### src/rtl/optest_pkg.sv
// Shared types and the normaliser terminate condition for optest_norm8.
package optest_pkg;

    typedef enum logic [1:0] {
        IDLE  = 2'd0,
        SHIFT = 2'd1,
        DONE  = 2'd2
    } norm_state_e;

    localparam logic MODE_UNSIGNED = 1'b0;
    localparam logic MODE_SIGNED   = 1'b1;

    // Widest operand the helper below can inspect.
    localparam int NORM_MAX_W = 64;

    // True when the accumulator is normalised. Unsigned: MSB set. Signed: the
    // top two bits differ, or every redundant sign bit has already been removed
    // (only an all-ones operand reaches that point).
    function automatic logic norm_done(input logic [NORM_MAX_W-1:0] acc,
                                       input logic                  sgn,
                                       input int                    count,
                                       input int                    width);
        logic [NORM_MAX_W-1:0] top2;
        top2 = acc >> (width - 2);
        if (sgn == MODE_SIGNED)
            return (top2[1] != top2[0]) || (count == width - 1);
        else
            return top2[1];
    endfunction

endpackage

### src/rtl/optest_norm8.sv
// Sequential one-bit-per-cycle normaliser: recovers the left-shift amount and
// the normalised value of an operand (leading zeros or redundant sign bits).
module optest_norm8
    import optest_pkg::*;
#(
    parameter int WIDTH = 8,
    parameter int CNT_W = $clog2(WIDTH + 1)
) (
    input  logic             clk,
    input  logic             rst_n,
    input  logic             in_valid,
    output logic             in_ready,
    input  logic [WIDTH-1:0] in_data,
    input  logic             in_signed,
    output logic             out_valid,
    input  logic             out_ready,
    output logic [WIDTH-1:0] out_data,
    output logic [CNT_W-1:0] out_shamt,
    output logic             out_zero
);

    norm_state_e      state_q, state_d;
    logic [WIDTH-1:0] acc_q, acc_d;
    logic             sgn_q, sgn_d;
    logic [CNT_W-1:0] cnt_q, cnt_d;
    logic [WIDTH-1:0] out_data_q, out_data_d;
    logic [CNT_W-1:0] out_shamt_q, out_shamt_d;
    logic             out_zero_q, out_zero_d;
    logic             done_w;

    // Terminate condition on the current accumulator contents.
    always_comb begin
        done_w = norm_done(NORM_MAX_W'(acc_q), sgn_q, 32'(cnt_q), WIDTH);
    end

    // Next-state, datapath and result-capture logic.
    always_comb begin
        state_d     = state_q;
        acc_d       = acc_q;
        sgn_d       = sgn_q;
        cnt_d       = cnt_q;
        out_data_d  = out_data_q;
        out_shamt_d = out_shamt_q;
        out_zero_d  = out_zero_q;
        case (state_q)
            IDLE: begin
                if (in_valid) begin
                    acc_d = in_data;
                    sgn_d = in_signed;
                    cnt_d = '0;
                    if (in_data == '0) begin
                        // A zero operand never normalises; report it directly.
                        state_d     = DONE;
                        out_data_d  = '0;
                        out_shamt_d = CNT_W'(WIDTH);
                        out_zero_d  = 1'b1;
                    end else begin
                        state_d = SHIFT;
                    end
                end
            end
            SHIFT: begin
                if (done_w) begin
                    state_d     = DONE;
                    out_data_d  = acc_q;
                    out_shamt_d = cnt_q;
                    out_zero_d  = 1'b0;
                end else begin
                    acc_d = {acc_q[WIDTH-2:0], 1'b0};
                    cnt_d = cnt_q + CNT_W'(1);
                end
            end
            DONE: begin
                if (out_ready)
                    state_d = IDLE;
            end
            default: state_d = IDLE;
        endcase
    end

    // Control state and the visible result registers.
    always_ff @(posedge clk or negedge rst_n) begin
        if (!rst_n) begin
            state_q     <= IDLE;
            out_data_q  <= '0;
            out_shamt_q <= '0;
            out_zero_q  <= 1'b0;
        end else begin
            state_q     <= state_d;
            out_data_q  <= out_data_d;
            out_shamt_q <= out_shamt_d;
            out_zero_q  <= out_zero_d;
        end
    end

    // Working shift register and counter; always loaded on accept, so no reset.
    always_ff @(posedge clk) begin
        acc_q <= acc_d;
        sgn_q <= sgn_d;
        cnt_q <= cnt_d;
    end

    assign in_ready  = (state_q == IDLE);
    assign out_valid = (state_q == DONE);
    assign out_data  = out_data_q;
    assign out_shamt = out_shamt_q;
    assign out_zero  = out_zero_q;

endmodule

### config.mk
export PLATFORM = sky130hd
export DESIGN_NAME = optest_norm8
export DESIGN_NICKNAME = d
export VERILOG_FILES = /design/src/rtl/optest_pkg.sv /design/src/rtl/optest_norm8.sv
export SDC_FILE = /design/constraint.sdc
export NUM_CORES = 1
export LEC_CHECK = 0
export ABC_CLOCK_PERIOD_IN_PS = 3000
export CAP_MARGIN = 20
export CORE_MARGIN = 2
export CORE_UTILIZATION = 40
export CTS_CLUSTER_SIZE = 20
export DETAILED_ROUTE_END_ITERATION = 8
export DONT_BUFFER_PORTS = 1
export PLACE_DENSITY = 0.51
export RECOVER_POWER = 100
export SETUP_SLACK_MARGIN = 0.4
export SLEW_MARGIN = 0
export SYNTH_ARGS = -nofsm -noshare
export SYNTH_HDL_FRONTEND = slang
export SYNTH_SLANG_ARGS = --single-unit
### constraint.sdc
create_clock -name clk -period 3 [get_ports clk]
set_input_delay 0.15 -clock clk [delete_from_list [all_inputs] [get_ports clk]]
set_output_delay 0.15 -clock clk [all_outputs]
set_load 0.01 [all_outputs]
==> results of run 1 <==
==> kinds of logic (layout without fill, tap and decap cells) <==
group           count (synthesis)  after routing  synth area share
xor+xnor                        2              2            0.0135
simple gates                   58             58             0.236
compound gates                 11             11            0.0568
mux                             7              7            0.0693
fa+ha+maj                       1              1           0.00962
buf+inv                         7             18            0.0260
flops                          28             28             0.589
==> per-layer routing <==
metal / vias up / part of all wire
li1: 410 / -
met1: 380 / 0.52
met2: 22 / 0.42
met3: 2 / 0.049
met4: 0 / 0.0085
met5: - / 0
==> critical path, stage by stage, from the launching register on <==
cell	delay, ns
edfxtp_1	0.46
ha_1	0.25
nand2b_1	0.09
o32ai_2	0.14
o21ai_0	0.54
clkbuf_1	0.43
==> report_power, final <==
part           internal, uW  total [uW]  switching (uW)
sequential              627         789             162
clock                  74.3         190             116
combinational           205         473             267
==> stage by stage <==
stage	std cells	setup WS, ns	total power [uW]
6_report	169	0.751	1450
5_1_grt	169	0.505	1590
4_1_cts	166	0.915	1510
3_5_place_dp	156	0.936	1310
3_3_place_gp	156	0.992	1310
2_1_floorplan	114	0.813	1180
==> area by class of cell <==
| class | instances | share of cell area |
|---|---|---|
| flip-flops and latches | 28 | 0.527 |
| multi-input cells | 79 | 0.335 |
| repair buffers | 11 | 0.0672 |
| well taps | 44 | 0.0379 |
| clock buffers | 4 | 0.0250 |
| inverters | 3 | 0.00775 |
==> synthesized netlist by cell type (all sizes together) <==
| cell type | n | area [sq um] |
|---|---|---|
| nand2 | 22 | 85.1 |
| dfrtp | 15 | 375 |
| edfxtp | 13 | 390 |
| nor2b | 9 | 56.3 |
| mux2 | 7 | 90.1 |
| nand2b | 6 | 37.5 |
| nand3 | 6 | 30.0 |
| nor2 | 6 | 22.5 |
| o21ai | 6 | 30.0 |
| and2 | 4 | 25.0 |
| clkbuf | 3 | 11.3 |
| inv | 3 | 11.3 |
| or4 | 2 | 18.8 |
| xnor2 | 2 | 17.5 |
| a211o | 1 | 8.76 |
| a21o | 1 | 7.51 |
| a21oi | 1 | 5.00 |
| and3 | 1 | 6.26 |
| buf | 1 | 11.3 |
| ha | 1 | 12.5 |
| nor3 | 1 | 16.3 |
| o22ai | 1 | 6.26 |
| o32ai | 1 | 16.3 |
| or3b | 1 | 8.76 |
==> state kept, by name (all words and copies together), names as in the netlist <==
signal and flops:
out_zero 1, out_data 8, acc_q 8, cnt_q 4
sgn_q 1, out_shamt 4, state_q 2
==> how the worst max path moves through the flow <==
stage / endpoint
after global routing: acc_q[4]
after CTS: acc_q[3]
final: acc_q[5]
after detailed placement: acc_q[1]
after floorplan: acc_q[0]
after global placement: acc_q[5]
==> reports/metrics.cfg, run 1 <==
[synthesis]
netlist_area_sq_um = 1300
ys_warn_count = 0
syn_nets = 128
synth.distinct_cells = 27
synth_cells = 114
synth-seq-cells = 28
seq_area_frac_synth = 0.589
syn_avg_cell_area_sq_um = 11.4

[run_status]
outcome = finished, final reports clean

[layout]
multi_input_area_sq_um = 487
drive_above_1_share = 0.0880
seqCellArea_sq_um = 766
stdcell_area_sq_um = 1450
fillers = 318
antenna_cells = 0
final_common_cell = nand2_1
mostFrequentLayoutCells = nand2_1 (22), dfrtp_1 (15), edfxtp_1 (13)
nets = 140
final_util = 0.472
areaGrowthSynthToFinish_pct = 11.7

[clock_tree]
cts_made_buffers = 3
clk_pin_slew_worst_paths_ns = 0.16
post_cts_resize_count = 0
cts.path.max_buffers = 2
cts-htree-levels = 1
clkLatencyLatePin_ns = 0.33
postCtsSetupBuffers = 0
cts_tree = built
clock_sinks = 28
cts_root_buffer = clkbuf_4
cts_hold_buf = 6

[worst_setup_path]
critPathLaunch = cnt_q[0]
cp-start-kind = flip-flop
critical_path.max_fanout = 9
critPathKind = flip-flop to flip-flop
rr_worst_depth = 5
required_ns = 3.00
reg2reg_to = acc_q[5]
timing.rr.start = cnt_q[0]
crit_path_end_kind = flip-flop
crit_arrival_ns = 2.25
reg2reg_slack_ns = 0.75

[global_routing]
grt_pass1_wl_um = 3970
use_met1 = 0.221
gr-total-overflow = 0
grt.met3_usage = 0.0273
gr-max-usage-layer = met1
grt_max_degree = 17
grt_pass1_vias = 821
met2_usage = 0.212
grt_util_all_layers = 0.146
antenna_found_initial = 0

[floorplanning]
die_area_sq_um = 3720
chipWidth_um = 61.0
placementRows = 20
die_h_um = 61.0
io_pins = 28
start_util = 0.422
core_sq_um = 3080

[timing]
worst_hold_slack_ns = 0.00443
setup-violations-final = 0
hold_viol = 0
min_period_over_period = 0.750
tightest_slew_ns = 0.690
fmax_mhz = 445
slew_violations = 0
rsz0062_at_grt = false
finalClockSkew_ns = 0.00575
tns_ns = 0
period_needed_ns = 2.25
maxSlewHeadroom = 0.538

[routing]
via_per_inst = 4.82
wl_um = 2350
drt_iter0_markers = 35
antenna_left = 0
avgRoutedWirePerCell_um = 13.9
dr.pass1.iters = 4
vias = 814
drc = 0

[worst_hold_path]
min_from = in_data[3]
hold_path_class = primary input to flip-flop
worstHoldPathCells = 2
worstHoldEndpoint = acc_q[3]

[placement]
placed_area_sq_um = 1350
place.gp.congestion = 0.752
port_buffers = 0
place_hpwl_um = 1660

[power]
power_density_nw_per_um2 = 999
vdd.ir_drop.worst_mv = 0.402
p_leak_uw = 0.000613

[flow_run]
maxCapViolations = 0

Note: power is estimated with default switching activity, not from simulation.
==> run 2, diff against run 1 <==
--- a/config.mk
+++ b/config.mk
@@ -5,7 +5,8 @@
 export SDC_FILE = /design/constraint.sdc
 export NUM_CORES = 1
 export LEC_CHECK = 0
-export ABC_CLOCK_PERIOD_IN_PS = 3000
+export ABC_AREA = 1
+export ABC_CLOCK_PERIOD_IN_PS = 2100
 export CAP_MARGIN = 20
 export CORE_MARGIN = 2
 export CORE_UTILIZATION = 40
==> constraint.sdc (replaced) <==
create_clock -name clk -period 2.1 [get_ports clk]
set_input_delay 0.105 -clock clk [delete_from_list [all_inputs] [get_ports clk]]
set_output_delay 0.105 -clock clk [all_outputs]
set_load 0.01 [all_outputs]
==> run 2 against run 1 <==
Largest power group unchanged. Power increased by 67%. First-iteration DRC count increased by 97%. Routed wire length is 10% higher. Clock-buffer cell count decreased by 1. Global-route usage rose by 0.83 points. Clock skew decreased by 0.00074 ns. Non-clock buffer count is 3 higher. Via count grew 20%. Critical endpoint is now acc_q[4]. Highest routed layer unchanged. Register-to-register slack got worse by 0.38 ns. Synthesized cell count rose by 29%. Clock power up 91%. Maximum frequency rose by 30%.
==> reports/metrics.cfg, run 2 <==
[clock_tree]
cts-htree-levels = 1  ; unchanged
cts_made_buffers = 3  ; unchanged
cts_root_buffer = clkbuf_4
post_cts_resize_count = 0  ; unchanged
clock_sinks = 28  ; unchanged
postCtsSetupBuffers = 0  ; unchanged
cts.path.max_buffers = 2  ; unchanged
cts_tree = built
clkLatencyLatePin_ns = 0.34  ; about the same
clk_pin_slew_worst_paths_ns = 0.16  ; about the same
cts_hold_buf = 11  ; +5

[worst_setup_path]
crit_top_cell = nand2_1
required_ns = 2.14  ; -0.86 ns
critical_path.max_fanout = 12  ; +3
critPathLaunch = cnt_q[0]
rr_worst_depth = 7  ; +2
crit_slowest_cell = edfxtp_1
endpoint = acc_q[4]
cp-start-kind = flip-flop
reg2reg_to = acc_q[4]
crit_arrival_ns = 1.78  ; -0.47 ns
critPathBufInv = 1  ; unchanged
crit_path_end_kind = flip-flop
critPathKind = flip-flop to flip-flop
timing.rr.start = cnt_q[0]
cp_cell_sequence = ha_1 -> nand2_1 -> nand3_1 -> nand2_1 -> nand2_1 -> o21ai_2 -> clkbuf_2
crit_family = flip-flops
crit_cells = 7  ; +2
cp_slowest_stage_delay_ns = 0.46  ; -0.08 ns
reg2reg_slack_ns = 0.37  ; -0.38 ns

[worst_hold_path]
min_from = in_valid
worstHoldPathCells = 2  ; unchanged
hold_path_class = primary input to flip-flop

[floorplanning]
die_h_um = 61.3  ; +0.44%
io_pins = 28  ; unchanged
core_sq_um = 3080  ; unchanged
start_util = 0.426  ; +0.00407
placementRows = 20  ; unchanged
die_area_sq_um = 3760  ; +0.89%
chipWidth_um = 61.3  ; +0.44%

[placement]
place_hpwl_um = 1860  ; +12%
preCtsSetupSlack_ns = 0.528  ; -0.409 ns
place.gp.congestion = 0.780  ; +3.7%
port_buffers = 0  ; unchanged
placed_area_sq_um = 1360  ; +0.93%

[synthesis]
synthArstFlopShare = 0.536  ; unchanged
synth_most_common_cell = nand2_1
syn_avg_cell_area_sq_um = 8.93  ; -22%
netlist_area_sq_um = 1310  ; +0.96%
yosysTopAreaCellShare = 0.297  ; -0.00286
synth.distinct_cells = 21  ; -22%
yosys-top-cells-area = edfxtp_1 (30%), dfrtp_1 (29%), nand2_1 (17%), nand4_1 (5.2%), nor2_1 (4.3%)
ys_warn_count = 0  ; unchanged
synth_cells = 147  ; +29%
yosys.area.top_type = edfxtp_1
synth-seq-cells = 28  ; unchanged
ys.flop_type = dfrtp_1
synthTopCellsByCount = nand2_1 (61), dfrtp_1 (15), nor2_1 (15)
seq_area_frac_synth = 0.583  ; -0.00562
synth-edff-count = 13  ; unchanged
syn_nets = 161  ; +26%

[global_routing]
antenna_found_initial = 0  ; unchanged
grt_util_all_layers = 0.154  ; +0.00835
grt_max_degree = 20  ; +3
gr-total-overflow = 0  ; unchanged
grt_pass1_wl_um = 4120  ; +3.8%
grt_pass1_vias = 896  ; +9.1%

[timing]
tightest_slew_ns = 0.740  ; +0.0500 ns
rsz0062_at_grt = false
setup-violations-final = 0  ; unchanged
maxSlewHeadroom = 0.506  ; -0.0318
fmax_mhz = 577  ; +30%
finalClockSkew_ns = 0.00501  ; -0.000743 ns
period_needed_ns = 1.73  ; -0.516 ns
fin_ws_ns = 0.367  ; -0.384 ns
slew_violations = 0  ; unchanged
min_period_over_period = 0.825  ; +0.0754
hold_viol = 0  ; unchanged
tns_ns = 0  ; unchanged

[routing]
via_per_inst = 4.82  ; about the same
avgRoutedWirePerCell_um = 12.7  ; -8.5%
drt_iter0_markers = 69  ; +97%
antenna_left = 0  ; unchanged
dr.pass1.iters = 4  ; unchanged
wl_um = 2580  ; +10%
vias = 978  ; +20%
drc = 0  ; unchanged

[layout]
stdcell_area_sq_um = 1500  ; +3.4%
final_common_cell = nand2_1
areaGrowthSynthToFinish_pct = 14.4
mostFrequentLayoutCells = nand2_1 (63), nor2_1 (15), dfrtp_1 (15)
antenna_cells = 0  ; unchanged
nets = 174  ; +24%
drive_above_1_share = 0.0629  ; -0.0251
final_util = 0.488  ; +0.0159

[power]
vdd.ir_drop.worst_mv = 0.699  ; +74%
p_leak_uw = 0.000713  ; +16%
power_density_nw_per_um2 = 1620  ; +62%

[run_status]
outcome = finished, final reports clean

[flow_run]
maxCapViolations = 0  ; unchanged

-- run 2: changes by cell type in the layout (fill, tap and decap cells not counted), moves of 2 or more --
cell / change
nand2_1: +41
nand4_1: +11
nor2_1: +9
nor2b_1: -9
inv_1: +8
nand2b_1: -6
o21ai_0: -6
mux2_2: -4
and2_0: -3
mux2_1: -3
dlygate4sd3_1: +2
xnor2_1: -2
-- run 2: logic make-up after synthesis --
logic type | after synthesis | synth area share
flip-flops | 28 | 0.583
XOR/XNOR | 1 | 0.00667
adder cells (fa/ha/maj) | 1 | 0.00953
AND/OR/NAND/NOR | 98 | 0.327
buffers and inverters | 17 | 0.0572
AO/OA/AOI/OAI | 2 | 0.0162
-- run 2: routing by layer --
metal	global-route usage	up-vias	share of wire
li1	-	495	-
met1	0.226	442	0.49
met2	0.222	36	0.42
met3	0.0315	5	0.070
met4	0.0652	0	0.019
met5	0	-	0
-- run 2: worst min path at each step --
stage,to,slack [ns]
after floorplan,out_data[0],-0.19
after global placement,out_shamt[3],-0.19
after detailed placement,out_shamt[3],-0.19
after CTS,sgn_q,0.03
after global routing,sgn_q,0.02
final,sgn_q,0.03
-- run 2: report_power, final --
group / total [uW] / leakage (uW) / internal (uW) / switching (uW)
Combinational: 891 / 0.000371 / 287 / 604
Sequential: 1180 / 0.000314 / 926 / 251
Clock: 363 / 0.0000279 / 193 / 170
-- run 2: area by class of cell --
type	instances	area, sq um
Fill cell	318	1580
Sequential cell	28	766
Multi-Input combinational cell	102	460
Timing Repair Buffer	14	126
Tap cell	44	55.1
Inverter	11	41.3
Clock inverter	1	30.0
Clock buffer	3	22.5
-- run 2: metrics by stage --
step / power [uW] / hold WS, ns / instances
after CTS: 2520 / 0.0314 / 203
final: 2430 / 0.0311 / 203
after detailed placement: 2130 / -0.190 / 188
after floorplan: 1910 / -0.191 / 147
after global routing: 2660 / 0.0210 / 203
after global placement: 2120 / -0.190 / 188
